<file path="src/rtl/mux_scan_ctrl.sv">
// mux_scan_ctrl: walks NandMUX selects a..d, samples w per channel.
// Optional MUX_SCAN_AUTO_EN adds an auto port for back-to-back scans.
module mux_scan_ctrl #(
  parameter int unsigned SETTLE_CYCLES = 2
) (
  input  logic       clk,
  input  logic       rst,
  input  logic       start,
  input  logic       w,
`ifdef MUX_SCAN_AUTO_EN
  input  logic       auto,
`endif
  output logic       s0,
  output logic       s1,
  output logic [3:0] sample,
  output logic       busy,
  output logic       done
);

  typedef enum logic [1:0] {
    IDLE   = 2'd0,
    SETTLE = 2'd1,
    DONE   = 2'd2
  } state_t;

  localparam logic [3:0] CNT_LAST = 4'(SETTLE_CYCLES - 1);

  state_t     state, state_n;
  logic [1:0] idx, idx_n;
  logic [3:0] cnt, cnt_n;
  logic [3:0] shadow, shadow_n;
  logic [3:0] sample_n;
  logic       rescan;

`ifdef MUX_SCAN_AUTO_EN
  assign rescan = auto;
`else
  assign rescan = 1'b0;
`endif

  // state, scan registers and output flops
  always_ff @(posedge clk or posedge rst) begin
    if (rst) begin
      state  <= IDLE;
      idx    <= 2'd0;
      cnt    <= 4'd0;
      shadow <= 4'd0;
      sample <= 4'd0;
      s0     <= 1'b0;
      s1     <= 1'b0;
      busy   <= 1'b0;
      done   <= 1'b0;
    end else begin
      state  <= state_n;
      idx    <= idx_n;
      cnt    <= cnt_n;
      shadow <= shadow_n;
      sample <= sample_n;
      s0     <= (state_n == SETTLE) & idx_n[1];
      s1     <= (state_n == SETTLE) & idx_n[0];
      busy   <= (state_n == SETTLE);
      done   <= (state_n == DONE);
    end
  end

  // next-state: settle count, capture, publish whole word on last channel
  always_comb begin
    state_n  = state;
    idx_n    = idx;
    cnt_n    = cnt;
    shadow_n = shadow;
    sample_n = sample;
    unique case (state)
      IDLE: begin
        if (start) begin
          state_n = SETTLE;
          idx_n   = 2'd0;
          cnt_n   = 4'd0;
        end
      end
      SETTLE: begin
        if (cnt == CNT_LAST) begin
          cnt_n         = 4'd0;
          shadow_n[idx] = w;
          if (idx == 2'd3) begin
            sample_n = {w, shadow[2:0]};
            state_n  = DONE;
          end else begin
            idx_n = idx + 2'd1;
          end
        end else begin
          cnt_n = cnt + 4'd1;
        end
      end
      DONE: begin
        idx_n   = 2'd0;
        cnt_n   = 4'd0;
        state_n = rescan ? SETTLE : IDLE;
      end
      default: begin
        state_n = IDLE;
        idx_n   = 2'd0;
        cnt_n   = 4'd0;
      end
    endcase
  end

endmodule
</file>
<file path="config.mk">
export PLATFORM = sky130hd
export DESIGN_NAME = mux_scan_ctrl
export DESIGN_NICKNAME = d
export VERILOG_FILES = /design/src/rtl/mux_scan_ctrl.sv
export SDC_FILE = /design/constraint.sdc
export NUM_CORES = 1
export LEC_CHECK = 0
export CORE_MARGIN = 2
export CORE_UTILIZATION = 51
export DETAILED_ROUTE_END_ITERATION = 8
export GPL_ROUTABILITY_DRIVEN = 0
export GPL_TIMING_DRIVEN = 0
export PLACE_DENSITY = 0.75
export SLEW_MARGIN = 40
export SYNTH_ARGS = -nofsm -noshare
export SYNTH_HDL_FRONTEND = slang
export SYNTH_SLANG_ARGS = --single-unit
</file>
<file path="constraint.sdc">
create_clock -name clk -period 2.4 [get_ports clk]
set_input_delay 0.48 -clock clk [delete_from_list [all_inputs] [get_ports clk]]
set_output_delay 0.48 -clock clk [all_outputs]
set_load 0.05 [all_outputs]
</file>
After elaboration in Yosys (flattened, before gate mapping)
Cells that the tools add are included.

storage, ports and cells
  logic and storage cells = 39
  bits in registers = 20
  output and inout bits = 8

operators by class
  reductions and logical operators = 4
  add/subtract/negate cells = 2
  mux-type cells = 14
  bitwise gates (word level) = 2
  equal/unequal tests = 6
  magnitude comparators = 2

operators by type and width
  cell                                                                                 count
  2-bit 2-to-1 mux                                                                     6
  4-bit 2-to-1 mux                                                                     2
  2-bit one-hot mux with 2 select lines                                                2
  4-bit one-hot mux with 2 select lines                                                1
  4-bit by 1-bit adder with 4-bit output, second input constant                        1
  4-bit bitwise mux                                                                    1
  2-bit by 1-bit == test with 1-bit output, second input constant                      2
  2-bit == test, second input constant                                                 2
  4-bit by 1-bit == test with 1-bit output, second input constant                      1
  2-bit by 3-bit less-than comparator with 1-bit output, second input constant         1
  3-bit AND reduction                                                                  1
  2-bit by 1-bit adder with 2-bit output, second input constant                        1
  1-bit AND                                                                            2
  1-bit demux with 2-bit select                                                        1
  2-bit by 1-bit greater-or-equal comparator with 1-bit output, second input constant  1
  2-bit logical NOT                                                                    1
  2-bit inequality test, second input constant                                         1
  2-bit AND reduction                                                                  1
  1-bit logical AND                                                                    1
  1-bit 2-to-1 mux                                                                     1

Longest topological paths before layout
  depth after elaboration = 6
  mapped depth = 6

Worst setup path before layout
No wires, ideal clock.

  kind = register to register
  from = reg cnt[1]
  to = reg shadow[2]
  buffers on the path = 1
  required time = 2275 ps
  stages on the path, launching flop included = 7
  slack = 446 ps
  arrival = 1829 ps
  clock period less this slack = 1954 ps
  cell sequence = dfrtp_1 > inv_1 > ha_1 > or3b_1 > buf_2 > or4_4 > mux2_4

on the way
  longest elaborated chain between the ends = 2

ends and longest elaborated chain
  item                                      RTL line  text
  start: declaration                        30        logic [3:0] cnt, cnt_n;
  start signal: assignment                  56        cnt <= cnt_n;
  4-bit by 1-bit == test with 1-bit output  82        if (cnt == CNT_LAST) begin
  2-bit AND reduction (no line)             n/a
  end signal: assignment                    57        shadow <= shadow_n;
  end: declaration                          31        logic [3:0] shadow, shadow_n;

Every way passes these cells.
A chain may end at the register's enable or synchronous reset.

Worst setup path in the final report
  from = reg cnt[1]
  to = reg sample[0]

on the way
  longest elaborated chain between the ends = 2

ends and longest elaborated chain
  item                                      RTL line  text
  4-bit by 1-bit == test with 1-bit output  82
  3-bit AND reduction (no line)             n/a
  end signal: assignment                    58        sample <= sample_n;
  end: declaration                          15        output logic [3:0] sample,

Every way passes these cells.

==> impl_metrics.csv <==
group,metric,value,unit
synth,avgSynthCellArea,11.5,µm²
detailed_routing,drc,0,
pwr,ir_worst_vdd,853,µV
detailed_routing,firstDrtPassIters,4,
clock_network,ctsHoldBuffers,0,
clock_network,cts_tree,"yes",
worst_hold_path,min_path_type,"reg -> reg",
synth,synthTopCellsByArea,"dfrtp_1, mux2_1, ha_1",
sta,fin_tns_setup,0,ps
clock_network,cts_buffers,3,
floorplan,die_area,0.00204,mm²
grt,grt_pass1_vias,570,
final_layout,antennaDiodeCount,0,
floorplan,boundaryPins,12,
sta,holdWs,495,ps
grt,grt_pass1_wl,2.57,mm
final_layout,area_growth,18.1,%
sta,setup_viol,0,
synth,ys_seq_elements,19,
floorplan,die_h,45.2,µm
detailed_routing,ant_nets,0,
synth,synthDistinctLibCells,29,
sta,timing.final.crit_share,86.3,%
sta,worstMarginPinSlew,699,ps
synth,ys_async_sr_fraction,100,%
synth,seq_area_frac_synth,54.9,%
clock_network,clkLatencyLatePin,300,ps
final_layout,nets,97,
floorplan,initial_core_util,56.2,%
sta,relSlewSlack,53.3,%
critical_path,required,2580,ps
sta,finalHoldViolCount,0,
critical_path,r2r_end,"sample[0]",
critical_path,rrSetupSlack,330,ps
synth,syn_inst,75,
clock_network,cts_resized,0,
pwr,leakage,0.443,nW
pwr,cellPowerDensity,1410,mW/mm²
clock_network,cts_root_buf,"clkbuf_4",
run_status,status,"finished, final reports clean",
detailed_routing,totalWireLength,1.50,mm
synth,synth-main-ff-cell,"dfrtp_1",
detailed_routing,drtIter0Drc,8,
final_layout,fill_cells,126,
synth,synth_nets,81,
synth,synth_fa_ha_area_share,2.89,%
clock_network,clockBufferDepth,2,
synth,yosys_warnings,0,
critical_path,r2r-start,"cnt[1]",
clock_network,htreeDepth,1,
synth,synth_xor_xnor_area_share,2.02,%
detailed_routing,wl_per_cell,14.1,µm
pwr,finalPower,1.44,mW
synth,synth_top_cell_area_share,54.9,%
grt,overflow,0,
sta,max_freq,483,MHz
clock_network,post_cts_buffers,0,
synth,synth_enable_flop_cells,0,
worst_hold_path,hp-start,"shadow[0]",
synth,synth_area,866,µm²
sta,period_minus_slack,2070,ps
place,dpl.hpwl,1.08,mm
sta,rsz0062_at_grt,"false",
detailed_routing,via_per_inst,5.50,
critical_path,worstRegToRegCells,5,
grt,grt_max_degree,20,
sta,skew,4.28,ps
synth,synth_largest_area_cell,"dfrtp_1",
final_layout,drive_above_1_share,8.89,%
critical_path,crit_end,"sample[0]",
synth,synth_commonest_cells,"dfrtp_1, nor2_1, mux2_1, nand2b_1",
critical_path,cp_max_fo,4,
floorplan,core,0.00154,mm²
synth,synth_compound_area_share,7.80,%
clock_network,cts_sinks,19,
synth,synthSimpleGateAreaFrac,19.7,%
floorplan,die_w,45.2,µm
critical_path,start_kind,"flop",
synth,synth.most_common_cell,"dfrtp_1",
floorplan,rows,14,
detailed_routing,num_vias,583,
clock_network,cts.clk_slew.worst_paths,100,ps
critical_path,worstSetupPathType,"reg -> reg",
critical_path,cp-end-kind,"flop",
synth,synth_top_family_by_area,"simple AND/OR/NAND/NOR gates",
run,maxCapViolations,0,
critical_path,critPathLaunch,"cnt[1]",
synth,muxShareOfSynthArea,9.54,%
grt,antenna_found_initial,0,
grt,grt_usage,18.0,%
place,io_buffers,11,
sta,slew_violations,0,
critical_path,worst_ep_arrival_time,2250,ps
[worst min path at each step]
| stage | endpoint | slack (ps) | depth (start not counted) |
|---|---|---|---|
| final | shadow[0] | 490 | 1 |
| after global routing | shadow[0] | 520 | 1 |
| after CTS | shadow[0] | 500 | 1 |
| after detailed placement | shadow[0] | 480 | 1 |
| after global placement | sample[0] | 460 | 1 |
| after floorplan | busy | 430 | 1 |
[cells in the final DEF, fill, tap and decap left out, types with 2 or more instances in the layout]
| cell | n |
|---|---|
| dfrtp_1 | 19 |
| clkdlybuf4s50_1 | 11 |
| nor2_1 | 6 |
| clkbuf_1 | 4 |
| mux2_1 | 4 |
| nand2b_1 | 4 |
| nor2b_1 | 3 |
| a21oi_1 | 3 |
| inv_1 | 3 |
| a211oi_1 | 3 |
| clkbuf_4 | 3 |
| nand4_1 | 2 |
| nor3_1 | 2 |
| a22oi_1 | 2 |
| xnor2_1 | 2 |
| nand3_1 | 2 |
| mux2_2 | 2 |
| ha_1 | 2 |
[layer usage]
metal  vias to the layer above  global-route usage [%]  wire, µm
met3                         5                    2.40        58
met4                         0                    10.6        38
met5                         -                       0         0
li1                        296                       -         -
met2                        13                    26.0       662
met1                       269                    25.8       738
[metrics by stage]
step,worst slack [ps],utilization (%),std cells,area (µm²)
6_report,330,66.3,106,1020
5_1_grt,231,66.3,106,1020
4_1_cts,330,66.3,106,1020
3_5_place_dp,338,64.6,102,996
3_3_place_gp,370,64.6,102,996
2_1_floorplan,446,-,75,866
[where the power goes]
group	leakage, nW	total, mW	switching (mW)	internal [mW]
sequential	0.230	0.545	0.0879	0.457
combinational	0.198	0.736	0.434	0.301
clock	0.0150	0.160	0.0956	0.0648
total	0.443	1.44	0.618	0.823
[final cells by class]
type	instances	area [µm²]	share of cell area [%]
multi-input cells	49	363	35.5
repair buffers	11	110	10.8
plain buffers	4	16.3	1.59
inverters	3	11.3	1.10
well taps	16	20.0	1.96
flip-flops and latches	19	475	46.5
clock buffers	4	26.3	2.57
[cell families after synthesis]
group,count (synthesis)
flops,19
compound gates,10
xor+xnor,2
mux,7
simple gates,28
buf+inv,7
fa+ha+maj,2
[critical path: stages, from the launching register on]
cell	delay (ps)
dfrtp_1	410
inv_1	80
ha_1	180
nor3b_1	520
nand4_1	350
mux2_1	410
[state kept, by name, indices dropped and copies added (netlist names)]
signal / flops
cnt: 4
sample: 4
shadow: 3
idx: 2
state: 2
busy: 1
done: 1
s0: 1
s1: 1
(Power assumes the default switching activity.)
==> patch 1, RTL diff (config.mk and constraints unchanged) <==
Build with the macro `MUX_SCAN_AUTO_EN` defined.
--- a/src/rtl/mux_scan_ctrl.sv
+++ b/src/rtl/mux_scan_ctrl.sv
@@ -1,5 +1,7 @@
 // mux_scan_ctrl: walks NandMUX selects a..d, samples w per channel.
 // Optional MUX_SCAN_AUTO_EN adds an auto port for back-to-back scans.
+`define MUX_SCAN_AUTO_EN
+
 module mux_scan_ctrl #(
   parameter int unsigned SETTLE_CYCLES = 2
 ) (
Ports: changed (added auto); port bits go from 12 to 13. The function was not compared with the original's and may differ.
==> patch 1 against the original RTL <==
Worst setup slack better by 0.13 ns. Power rose by 6.8%. Via count up 9.9%. Sequential cell count unchanged. Area after synthesis grew 5.9%. Non-clock buffer count grew 2. Wire length rose by 4.7%. Design area grew 7.2%.
==> patch 1: results (changes against the original RTL) <==
| Metric | Value |
|---|---|
| Slowest cell delay on critical path | `0.80 ns (+0.28 ns)` |
| Vias in the first global route | `603 (+5.8%)` |
| Synth top cells by count | `dfrtp_1 (19), a21oi_1 (7), mux2_2 (5), nor2_1 (5)` |
| Hold Crit Class | `reg -> reg` |
| Top post-synthesis cells by area | `dfrtp_1 (52%), mux2_2 (6.1%), a21oi_1 (3.8%)` |
| H-tree depth | `1 (unchanged)` |
| Synth cell types | `35 (+21%)` |
| CTS Buf Count | `3 (unchanged)` |
| Cell family with the largest share of critical-path delay | `buffers and inverters` |
| CP max FO | `2 (-2)` |
| Vias after detailed routing | `641 (+9.9%)` |
| Clock skew | `0.00738 ns (+0.00309 ns)` |
| Fin nets | `99 (+2.1%)` |
| HPWL after detailed placement | `1130 um (+5.0%)` |
| Hold Path Cell Cnt | `1 (unchanged)` |
| Status | `completed` |
| Net count after synthesis | `82 (+1.2%)` |
| Post-CTS setup buffer count | `0 (unchanged)` |
| First-iteration detailed-routing DRC count | `12 (+4)` |
| CP max-delay cell | `clkdlybuf4s50_1` |
| Final Util | `0.642 (-0.0214)` |
| Largest net degree at the start of global routing | `20 (unchanged)` |
| Max VDD drop | `759 uV (-11%)` |
| Max Root-Sink Buffers | `2 (unchanged)` |
| Fill cells | `131 (+4.0%)` |
| Register area share after synthesis | `0.518 (-0.0307)` |
| Placed cell count | `114 (+12%)` |
| Rel. slew slack | `0.533 (about the same)` |
| Routed Wire Length | `1570 um (+4.7%)` |
| Share of layout cells above drive strength 1 | `0.237 (+0.148)` |
| Ys flop type | `dfrtp_1` |
| Post-DR vias/cell | `5.43 (-1.2%)` |
| Placed Area | `1070 um2 (+7.3%)` |
| Top flop regs | `cnt (4), sample (4), shadow (3)` |
| IO buf count | `12 (+1)` |
| Crit path arrival time | `1.46 ns (-0.79 ns)` |
| First-pass GRT wire length | `2600 um (+1.4%)` |
| Leakage Power | `0.475 nW (+7.3%)` |
| Worst reg2reg path depth | `4 (-1)` |
| Post-CTS Resized | `0 (unchanged)` |
| GRT Overall Usage | `0.172 (-0.00814)` |
| Post-place setup slack | `0.788 ns (+0.450 ns)` |
| Syn Inst Count | `77 (+2.7%)` |
[patch 1: changes by cell type after synthesis, moves of 3 or more]
| cell | before | now |
|---|---|---|
| a21oi_1 | 3 | 7 |
| nand2b_1 | 4 | 1 |
| mux2_2 | 2 | 5 |
| mux2_1 | 4 | 1 |
| a211oi_1 | 3 | 0 |
| nand2_1 | 1 | 4 |
[patch 1: stage by stage]
| step | power [mW] | hold slack (ns) |
|---|---|---|
| 2_1_floorplan | 1.17 | 0.431 |
| 3_3_place_gp | 1.36 | 0.472 |
| 3_5_place_dp | 1.39 | 0.483 |
| 4_1_cts | 1.54 | 0.508 |
| 5_1_grt | 1.65 | 0.538 |
| 6_report | 1.54 | 0.509 |
[patch 1: per-layer routing]
metal	part of all wire	global-route usage	up-vias	wire, um
met3	0.037	0.0353	3	58
met5	0	0	-	0
met2	0.46	0.258	14	720
li1	-	-	310	-
met4	0.011	0.0800	0	17
met1	0.49	0.236	314	770
[patch 1: cell type report]
class,count,share of cell area
inverters,4,0.0137
clock inverters,1,0.00457
clock buffers,3,0.0205
repair buffers,12,0.110
flip-flops and latches,19,0.434
multi-input cells,49,0.360
plain buffers,5,0.0297
well taps,25,0.0285
[patch 1: cells by family after synthesis]
| kind of cell | synth area share |
|---|---|
| muxes | 0.101 |
| xor gates and xnor gates | 0.00955 |
| DFF | 0.518 |
| AOI/OAI and AO/OA | 0.0941 |
| buffers and inverters | 0.0518 |
| and+or+nand+nor | 0.225 |
[patch 1: worst paths after layout]
| kind | startpoint | end | slack, ns |
|---|---|---|---|
| setup / recovery | sample[3]$_DFFE_PP0P_ | sample[3] | 0.46 |
| hold reg to reg | shadow[2]$_DFFE_PP0P_ | shadow[2]$_DFFE_PP0P_ | 0.51 |
| setup reg to reg | cnt[2]$_DFFE_PP0P_ | sample[0]$_DFFE_PP0P_ | 0.78 |
| max in group asynchronous | rst | cnt[0]$_DFFE_PP0P_ | 1.37 |
| min in group asynchronous | rst | sample[3]$_DFFE_PP0P_ | 0.59 |
| hold / removal | shadow[2]$_DFFE_PP0P_ | shadow[2]$_DFFE_PP0P_ | 0.51 |
[patch 1: power breakdown]
part	internal [mW]	switching, mW	total (mW)
registers	0.463	0.135	0.597
clock network	0.0621	0.0965	0.159
logic	0.329	0.454	0.783
total	0.854	0.686	1.54
==> patch 2, RTL diff (config.mk and constraints unchanged) <==
Without the edit above. Make the reset (`rst`) synchronous in one clocked block.
--- a/src/rtl/mux_scan_ctrl.sv
+++ b/src/rtl/mux_scan_ctrl.sv
@@ -39,7 +39,7 @@
 `endif
 
   // state, scan registers and output flops
-  always_ff @(posedge clk or posedge rst) begin
+  always_ff @(posedge clk) begin
     if (rst) begin
       state  <= IDLE;
       idx    <= 2'd0;
Formal check against the unedited RTL: differs if rst is asserted again (counterexample within 4 cycles, from zero or initial values and one cycle with rst high); with rst held inactive, the same outputs for 10 cycles.
==> patch 2 against the original RTL <==
Synthesized cell count up 25%. Area after synthesis down 6.1%. Clock skew up 0.0037 ns. Design area down 6.0%. Cell count up 17%. First-iteration DRC count rose to 3.3 times the old value. Hold slack worse by 0.022 ns. Sequential cell count unchanged. Count of clock-buffer cells in the layout down 1. Wire length up 16%. Worst setup slack better by 0.14 ns. Critical path depth down 4. Critical path type is now reg -> out.
Power is not compared: it rests on default switching activity, and its combinational part moved more than twofold at a synthesized area within 25%.
==> patch 2: results (changes against the original RTL) <==
| Metric | Value |
|---|---|
| Hold Startpoint | `shadow[0]$_SDFFE_PP0P_` |
| Placed Area | `933 um2 (-6.3%)` |
| Post-Route M1 WL | `845 um (+14%)` |
| Buffering overhead | `0.133 (+0.00919)` |
| Seq_cells | `19 (unchanged)` |
| Post-synthesis async set-or-reset flop share | `0 (-1.00)` |
| Repair and plain buffers | `17 (+2)` |
| Routing usage on met3 | `0.0417 (+0.0177)` |
| Routed WL per cell | `14.0 um (-0.71%)` |
| Met2 usage | `0.297 (+0.0371)` |
| Net count after synthesis | `100 (+23%)` |
| Met2 WL | `774 um (+17%)` |
| Crit Reg-Reg Startpoint | `cnt[0]$_SDFFE_PP0P_` |
| IO buf count | `10 (-1)` |
| GRT Overall Usage | `0.207 (+0.0270)` |
| Vias in the first global route | `645 (+13%)` |
| Multi-input gates | `65 (+33%)` |
| CP max FO | `2 (-2)` |
| DR WL met3 | `86 um (+48%)` |
| Share of layout cells above drive strength 1 | `0.0556 (-0.0333)` |
| Met1 Use GR | `0.284 (+0.0258)` |
| Synth top cells by count | `dfxtp_1 (19), a21oi_1 (10), nand3_1 (8)` |
| Fin nets | `115 (+19%)` |
| Crit path arrival time | `1.45 ns (-0.80 ns)` |
| CP max-delay cell | `clkdlybuf4s50_1` |
| Clock network area share | `0.0286 (+0.00294)` |
| Status | `completed` |
| Clock skew | `0.00797 ns (+0.00369 ns)` |
| FF+latch area | `380 um2 (-20%)` |
| First-iteration detailed-routing DRC count | `26 (+18)` |
| Top post-synthesis cells by area | `dfxtp_1 (47%), a21oi_1 (6.2%), nand3_1 (4.9%)` |
| Rel. slew slack | `0.617 (+0.0839)` |
| Fill cells | `139 (+10%)` |
==> patch 2: cell count changes in the layout (fill, tap and decap cells not counted), sizes merged, moves of 3 or more <==
cell,unedited run,this run
o21ai,1,5
nand2,1,4
or3,0,3
dfrtp,19,0
a21oi,3,10
mux2,7,0
dfxtp,0,19
a211oi,3,0
nand3,2,8
a31oi,0,3
==> patch 2: kinds of logic (layout without fill, tap and decap cells) <==
kind of cell	Yosys count	count (layout)	synth area share
fa+ha+maj	2	2	0.0308
simple gates	40	40	0.285
flops	19	19	0.468
compound gates	23	23	0.169
buf+inv	10	24	0.0477
==> patch 2: metrics by stage <==
stage | worst slack [ns] | cells | util
floorplan | 0.835 | 94 | -
global placement | 0.522 | 120 | 0.620
detailed placement | 0.516 | 120 | 0.620
CTS | 0.466 | 124 | 0.638
global route | 0.428 | 124 | 0.638
finish | 0.473 | 124 | 0.638
